## src/rtl/trace_capture_pkg.sv

```systemverilog
// Shared encodings for the trace capture block: trigger modes, FSM states and
// the trigger compare used on qualified sample cycles.
package trace_capture_pkg;

  localparam logic [1:0] TRIG_IMM  = 2'd0;
  localparam logic [1:0] TRIG_PC   = 2'd1;
  localparam logic [1:0] TRIG_MASK = 2'd2;

  typedef enum logic [1:0] {
    ST_IDLE  = 2'd0,
    ST_ARMED = 2'd1,
    ST_POST  = 2'd2,
    ST_DONE  = 2'd3
  } state_t;

  // Mode 3 is reserved and never fires.
  function automatic logic trig_match(input logic [1:0]  mode,
                                      input logic [31:0] value,
                                      input logic [31:0] mask,
                                      input logic [31:0] pc,
                                      input logic [31:0] instr);
    logic hit;
    case (mode)
      TRIG_IMM:  hit = 1'b1;
      TRIG_PC:   hit = (pc == value);
      TRIG_MASK: hit = ((instr & mask) == (value & mask));
      default:   hit = 1'b0;
    endcase
    return hit;
  endfunction

endpackage

```

## src/rtl/trace_capture_ram.sv

```systemverilog
// Sample storage: one write port clocked on the rising edge, one
// combinational read port. Contents are deliberately not reset.
module trace_ram #(
  parameter int unsigned WIDTH = 128,
  parameter int unsigned DEPTH = 16,
  parameter int unsigned AW    = $clog2(DEPTH)
) (
  input  logic             clock,
  input  logic             wr_en,
  input  logic [AW-1:0]    wr_addr,
  input  logic [WIDTH-1:0] wr_data,
  input  logic [AW-1:0]    rd_addr,
  output logic [WIDTH-1:0] rd_data
);

  logic [WIDTH-1:0] mem [DEPTH];

  // Store a sample on a qualified write.
  always_ff @(posedge clock) begin
    if (wr_en) begin
      mem[wr_addr] <= wr_data;
    end
  end

  assign rd_data = mem[rd_addr];

endmodule

```

## src/rtl/trace_capture.sv

```systemverilog
// On-chip logic analyser: captures probe channels into a ring buffer around a
// trigger, then streams the captured window oldest-first over valid/ready.
module trace_capture
  import trace_capture_pkg::*;
#(
  parameter int unsigned DATA_W = 32,
  parameter int unsigned N_CH   = 4,
  parameter int unsigned DEPTH  = 16,
  parameter int unsigned PTR_W  = $clog2(DEPTH)
) (
  input  logic                   clock,
  input  logic                   reset,
  input  logic                   arm,
  input  logic                   stop,
  input  logic [1:0]             trig_mode,
  input  logic [31:0]            trig_value,
  input  logic [31:0]            trig_mask,
  input  logic [PTR_W-1:0]       post_count,
  input  logic                   sample_en,
  input  logic [31:0]            probe_pc,
  input  logic [31:0]            probe_instr,
  input  logic [N_CH*DATA_W-1:0] ch_data,
  output logic [1:0]             state,
  output logic                   triggered,
  output logic [PTR_W:0]         count,
  output logic                   rd_valid,
  input  logic                   rd_ready,
  output logic [N_CH*DATA_W-1:0] rd_data,
  output logic                   rd_last
);

  localparam logic [PTR_W:0] FULL = (PTR_W + 1)'(DEPTH);

  state_t           state_q, state_d;
  logic             triggered_q, triggered_d;
  logic [PTR_W:0]   count_q, count_d;
  logic [PTR_W-1:0] wptr_q, wptr_d;
  logic [PTR_W-1:0] rptr_q, rptr_d;
  logic [PTR_W-1:0] post_q, post_d;
  logic [PTR_W:0]   remain_q, remain_d;
  logic             wr_en;
  logic             go_done;

  trace_ram #(
    .WIDTH (N_CH * DATA_W),
    .DEPTH (DEPTH),
    .AW    (PTR_W)
  ) u_ram (
    .clock   (clock),
    .wr_en   (wr_en),
    .wr_addr (wptr_q),
    .wr_data (ch_data),
    .rd_addr (rptr_q),
    .rd_data (rd_data)
  );

  assign state     = state_q;
  assign triggered = triggered_q;
  assign count     = count_q;
  assign rd_valid  = (state_q == ST_DONE);
  assign rd_last   = rd_valid && (remain_q == (PTR_W + 1)'(1));

  // Next-state logic: capture, trigger/post countdown, and read-out handshake.
  always_comb begin
    state_d     = state_q;
    triggered_d = triggered_q;
    count_d     = count_q;
    wptr_d      = wptr_q;
    rptr_d      = rptr_q;
    post_d      = post_q;
    remain_d    = remain_q;
    wr_en       = 1'b0;
    go_done     = 1'b0;

    case (state_q)
      ST_IDLE: begin
        if (arm) begin
          state_d     = ST_ARMED;
          count_d     = '0;
          wptr_d      = '0;
          triggered_d = 1'b0;
        end
      end
      ST_ARMED, ST_POST: begin
        if (sample_en) begin
          wr_en  = 1'b1;
          wptr_d = wptr_q + PTR_W'(1);
          if (count_q != FULL) begin
            count_d = count_q + (PTR_W + 1)'(1);
          end
          if (state_q == ST_ARMED) begin
            if (trig_match(trig_mode, trig_value, trig_mask, probe_pc, probe_instr)) begin
              triggered_d = 1'b1;
              if (post_count == '0) begin
                go_done = 1'b1;
              end else begin
                post_d  = post_count;
                state_d = ST_POST;
              end
            end
          end else begin
            post_d = post_q - PTR_W'(1);
            if (post_q == PTR_W'(1)) begin
              go_done = 1'b1;
            end
          end
        end
        if (stop) begin
          go_done = 1'b1;
        end
      end
      ST_DONE: begin
        if (arm) begin
          state_d     = ST_ARMED;
          count_d     = '0;
          wptr_d      = '0;
          triggered_d = 1'b0;
        end else if (rd_ready) begin
          rptr_d   = rptr_q + PTR_W'(1);
          remain_d = remain_q - (PTR_W + 1)'(1);
          if (remain_q == (PTR_W + 1)'(1)) begin
            state_d = ST_IDLE;
          end
        end
      end
      default: state_d = ST_IDLE;
    endcase

    // Window start is computed from the post-write pointer and count so a
    // sample stored on the final cycle is included.
    if (go_done) begin
      if (count_d == '0) begin
        state_d = ST_IDLE;
      end else begin
        state_d  = ST_DONE;
        rptr_d   = wptr_d - count_d[PTR_W-1:0];
        remain_d = count_d;
      end
    end
  end

  // State and pointer registers with synchronous reset.
  always_ff @(posedge clock) begin
    if (reset) begin
      state_q     <= ST_IDLE;
      triggered_q <= 1'b0;
      count_q     <= '0;
      wptr_q      <= '0;
      rptr_q      <= '0;
      post_q      <= '0;
      remain_q    <= '0;
    end else begin
      state_q     <= state_d;
      triggered_q <= triggered_d;
      count_q     <= count_d;
      wptr_q      <= wptr_d;
      rptr_q      <= rptr_d;
      post_q      <= post_d;
      remain_q    <= remain_d;
    end
  end

endmodule
```

## config.mk

```make
export PLATFORM = sky130hd
export DESIGN_NAME = trace_capture
export DESIGN_NICKNAME = d
export VERILOG_FILES = /design/src/rtl/trace_capture_pkg.sv /design/src/rtl/trace_capture_ram.sv /design/src/rtl/trace_capture.sv
export SDC_FILE = /design/constraint.sdc
export NUM_CORES = 2
export LEC_CHECK = 0
export CORE_ASPECT_RATIO = 0.9
export CORE_UTILIZATION = 50
export DETAILED_ROUTE_END_ITERATION = 10
export HOLD_SLACK_MARGIN = 0.15
export PLACE_DENSITY_LB_ADDON = 0.25
export RECOVER_POWER = 100
export SYNTH_ARGS = -nofsm -noshare
export SYNTH_HDL_FRONTEND = slang
export SYNTH_SLANG_ARGS = --single-unit
```

## constraint.sdc

```tcl
create_clock -name clock -period 6.2 [get_ports clock]
set_input_delay 1.24 -clock clock [delete_from_list [all_inputs] [get_ports clock]]
set_output_delay 1.24 -clock clock [all_outputs]
set_load 0.01 [all_outputs]
```

==> impl_metrics.csv <==
group,metric,value,unit
status,outcome,"complete, but fails checks",
status,violations,"capacitance limit, slew limit",
power,pwr-share-comb,11.4,%
sta,min_period,5601,ps
power,p_switching,6.956,mW
min_path,min-delay-start,"triggered$_SDFFE_PP0P_",
power,powerDensity,333.1,nW/um^2
critical_path,worst_setup_path_end_kind,"primary output",
logic_synthesis,synth_top_area_share,77.61,%
sta,clock_skew,49.22,ps
logic_synthesis,synth_edf_count,2048,
critical_path,worst-r2r-cell-count,6,
sta,fin_crit_sh,90.34,%
floorplanning,fp.coreArea,157300,um^2
logic_synthesis,ys_ff_latch,2073,
floorplanning,ioPinCount,406,
placement,numPortBuffers,405,
drt,drt_wl_total,176200,um
logic_synthesis,syn_inst,3172,
clocking,cts.sinks,2073,
critical_path,r2r_slack,710,ps
floorplanning,initial_core_util,50.38,%
min_path,min_path_cells,2,
critical_path,reg2reg_to,"u_ram.mem[10][107]$_DFFE_PP_",
drt,drtPass1Iterations,5,
clocking,clk_latency,830,ps
logic_synthesis,ys_top_cells_by_area,"edfxtp_1, mux4_2, xor2_1",
logic_synthesis,syn_area_per_cell,24.98,um^2
drt,drtAntennaViolNets,0,
critical_path,critPathKind,"reg2out",
logic_synthesis,synth-seq-area-share,78.24,%
final_layout,final_cell_area,92740,um^2
sta,tns,0,ps
logic_synthesis,syn_area,79240,um^2
logic_synthesis,yosysUniqueCellTypes,49,
sta,hold_viol,0,
sta,max_slew_margin,-149.6,%
logic_synthesis,synthFlopType,"edfxtp_1",
global_routing,antenna_found_initial,51,
logic_synthesis,synth_warnings,0,
placement,hpwl,95300,um
clocking,cts_buffer_depth,3,
floorplanning,rows,138,
sta,tightestPinTransition,3744,ps
logic_synthesis,synthTopCellsByCount,"edfxtp_1, mux4_2, clkbuf_1",
power,p_leak,27.94,nW
clocking,cts_made_buffers,197,
clocking,hold_buffers,0,
power,switching_share,22.51,%
critical_path,start_kind,"flop",
floorplanning,fp.dieH,379.7,um
global_routing,grtUsageTotal,22.25,%
drt,num_vias,35890,
floorplanning,die_x,421.6,um
drt,drtIter0Drc,3371,
sta,maxSlewViolCount,831,
sta,fmax,178.5,MHz
final_layout,final_nets,4000,
clocking,clk_pin_slew,60,ps
drt,vias_per_cell,6.002,
logic_synthesis,syn-num-nets,3459,
logic_synthesis,yosysMostFrequentCell,"edfxtp_1",
clocking,cts_setup_buffers,0,
drt,drc_errors,0,
global_routing,grt_overflow_total,0,
placement,dpl_cell_area,86730,um^2
global_routing,grt_pass1_vias,37200,
power,intPower,23.94,mW
clocking,cts-resized-gates,0,
critical_path,cp_max_fo,30,
critical_path,crit_required,4960,ps
clocking,cts_root_buffer,"clkbuf_16",
final_layout,utilization,58.96,%
global_routing,grt_pass1_wl,258800,um
sta,finalSetupViolations,0,
clocking,h-tree-depth,4,
clocking,cts_tree,"done",
global_routing,grt_max_degree,104,
drt,wl_per_cell,29.46,um
floorplanning,die_area,160100,um^2
min_path,hold_end,"triggered$_SDFFE_PP0P_",
sta,rsz0062_at_grt,"no",
final_layout,drive_gt1_share,26.05,%
final_layout,areaGrowthSynthToFinish,17.03,%
critical_path,cp.arrival,4360,ps
critical_path,rr_startpoint,"state[0]$_SDFFE_PP0P_",
power,clock_power_share,37.5,%
placement,gp_congestion,0.8510,
logic_synthesis,synth_async_sr_flop_share,0,%
min_path,hp-class,"reg2reg",
logic_synthesis,yosysTopAreaCell,"edfxtp_1",
flow_run,cap_violations,22,
power,ir_worst_vdd,246.6,uV
power,p_seq_share,51.1,%
==> final cells by class <==
class                   count  area, um^2
clock buffers             241        5095
flip-flops and latches   2073       62010
repair buffers            499        5268
clock inverters           107        1115
diodes                     17       42.54
fillers                 10980       64550
multi-input cells         928       16530
inverters                  14       52.55
well taps                2100        2628
==> logic make-up after synthesis <==
group | Yosys count | share of synthesized area [%]
AOI/OAI and AO/OA | 70 | 0.6363
xor gates and xnor gates | 80 | 0.8842
adders and majority gates | 19 | 0.3095
buffers and inverters | 171 | 0.8905
DFF | 2073 | 78.24
muxes | 643 | 18.23
and+or+nand+nor | 116 | 0.8131
==> layout by cell type (no fill, tap or decap), types with 7 or more instances in the layout <==
cell	count
dlygate4sd3_1	248
xnor2_1	13
clkbuf_1	51
a22oi_1	20
clkdlybuf4s50_1	157
bufinv_16	15
clkbuf_16	197
xor2_1	67
ha_1	18
buf_12	46
clkinv_1	38
clkinv_2	33
a21oi_1	16
nor2_1	22
and2_1	8
nand2_1	20
clkbuf_2	18
and2_0	8
buf_4	19
a211oi_1	7
nor4_1	10
edfxtp_1	2048
diode_2	17
dfxtp_1	21
mux4_2	640
nand4_1	10
nor3_1	7
inv_1	14
==> sequential cells by signal, indices dropped and copies added, names as in the netlist <==
name,cells
count,5
post_q,4
remain_q,5
rptr_q,4
state,2
triggered,1
u_ram.mem,2048
wptr_q,4
==> how the worst max path moves through the flow <==
| stage | startpoint | to | slack, ps | cells past startpoint |
|---|---|---|---|---|
| global route | rptr_q[0]$_SDFF_PP0_ | rd_data[61] | 380 | 5 |
| finish | rptr_q[0]$_SDFF_PP0_ | rd_data[80] | 600 | 5 |
| detailed placement | rptr_q[0]$_SDFF_PP0_ | rd_data[14] | 1710 | 4 |
| CTS | rptr_q[0]$_SDFF_PP0_ | rd_data[14] | 800 | 4 |
| floorplan | sample_en | u_ram.mem[10][0]$_DFFE_PP_ | 710 | 5 |
| global placement | rptr_q[0]$_SDFF_PP0_ | rd_data[9] | 1720 | 4 |
==> metrics by stage <==
stage                     power (mW)  hold WS (ps)  setup WS [ps]  instances
final                          30.90         502.6          598.8       5979
after global routing           31.90         530.7          375.4       5971
after CTS                      31.36         503.4          799.4       5962
after detailed placement       19.82         494.6           1714       5614
after global placement         19.79         474.8           1719       5614
after floorplan                18.08         473.4          714.4       3172
==> metal layers <==
metal | part of all wire (%) | vias to the layer above | GRT usage, %
li1 | - | 14910 | -
met5 | 0.085 | - | 0
met3 | 5.9 | 302 | 3.705
met2 | 49 | 1199 | 35.50
met1 | 42 | 19450 | 31.96
met4 | 2.5 | 22 | 6.593
==> critical path: stages (launching register included) <==
cell,delay [ps]
dfxtp_4,780
buf_12,310
clkbuf_4,610
mux4_2,600
mux4_2,510
dlygate4sd3_1,650
==> power groups by stage <==
stage | registers (mW) | clock network (mW) | logic (mW)
floorplan | 16.0 | 0 | 2.03
global placement | 16.1 | 0 | 3.71
detailed placement | 16.1 | 0 | 3.73
CTS | 15.8 | 11.8 | 3.75
global route | 15.8 | 12.3 | 3.77
finish | 15.8 | 11.6 | 3.52
(Power assumes the default switching activity.)
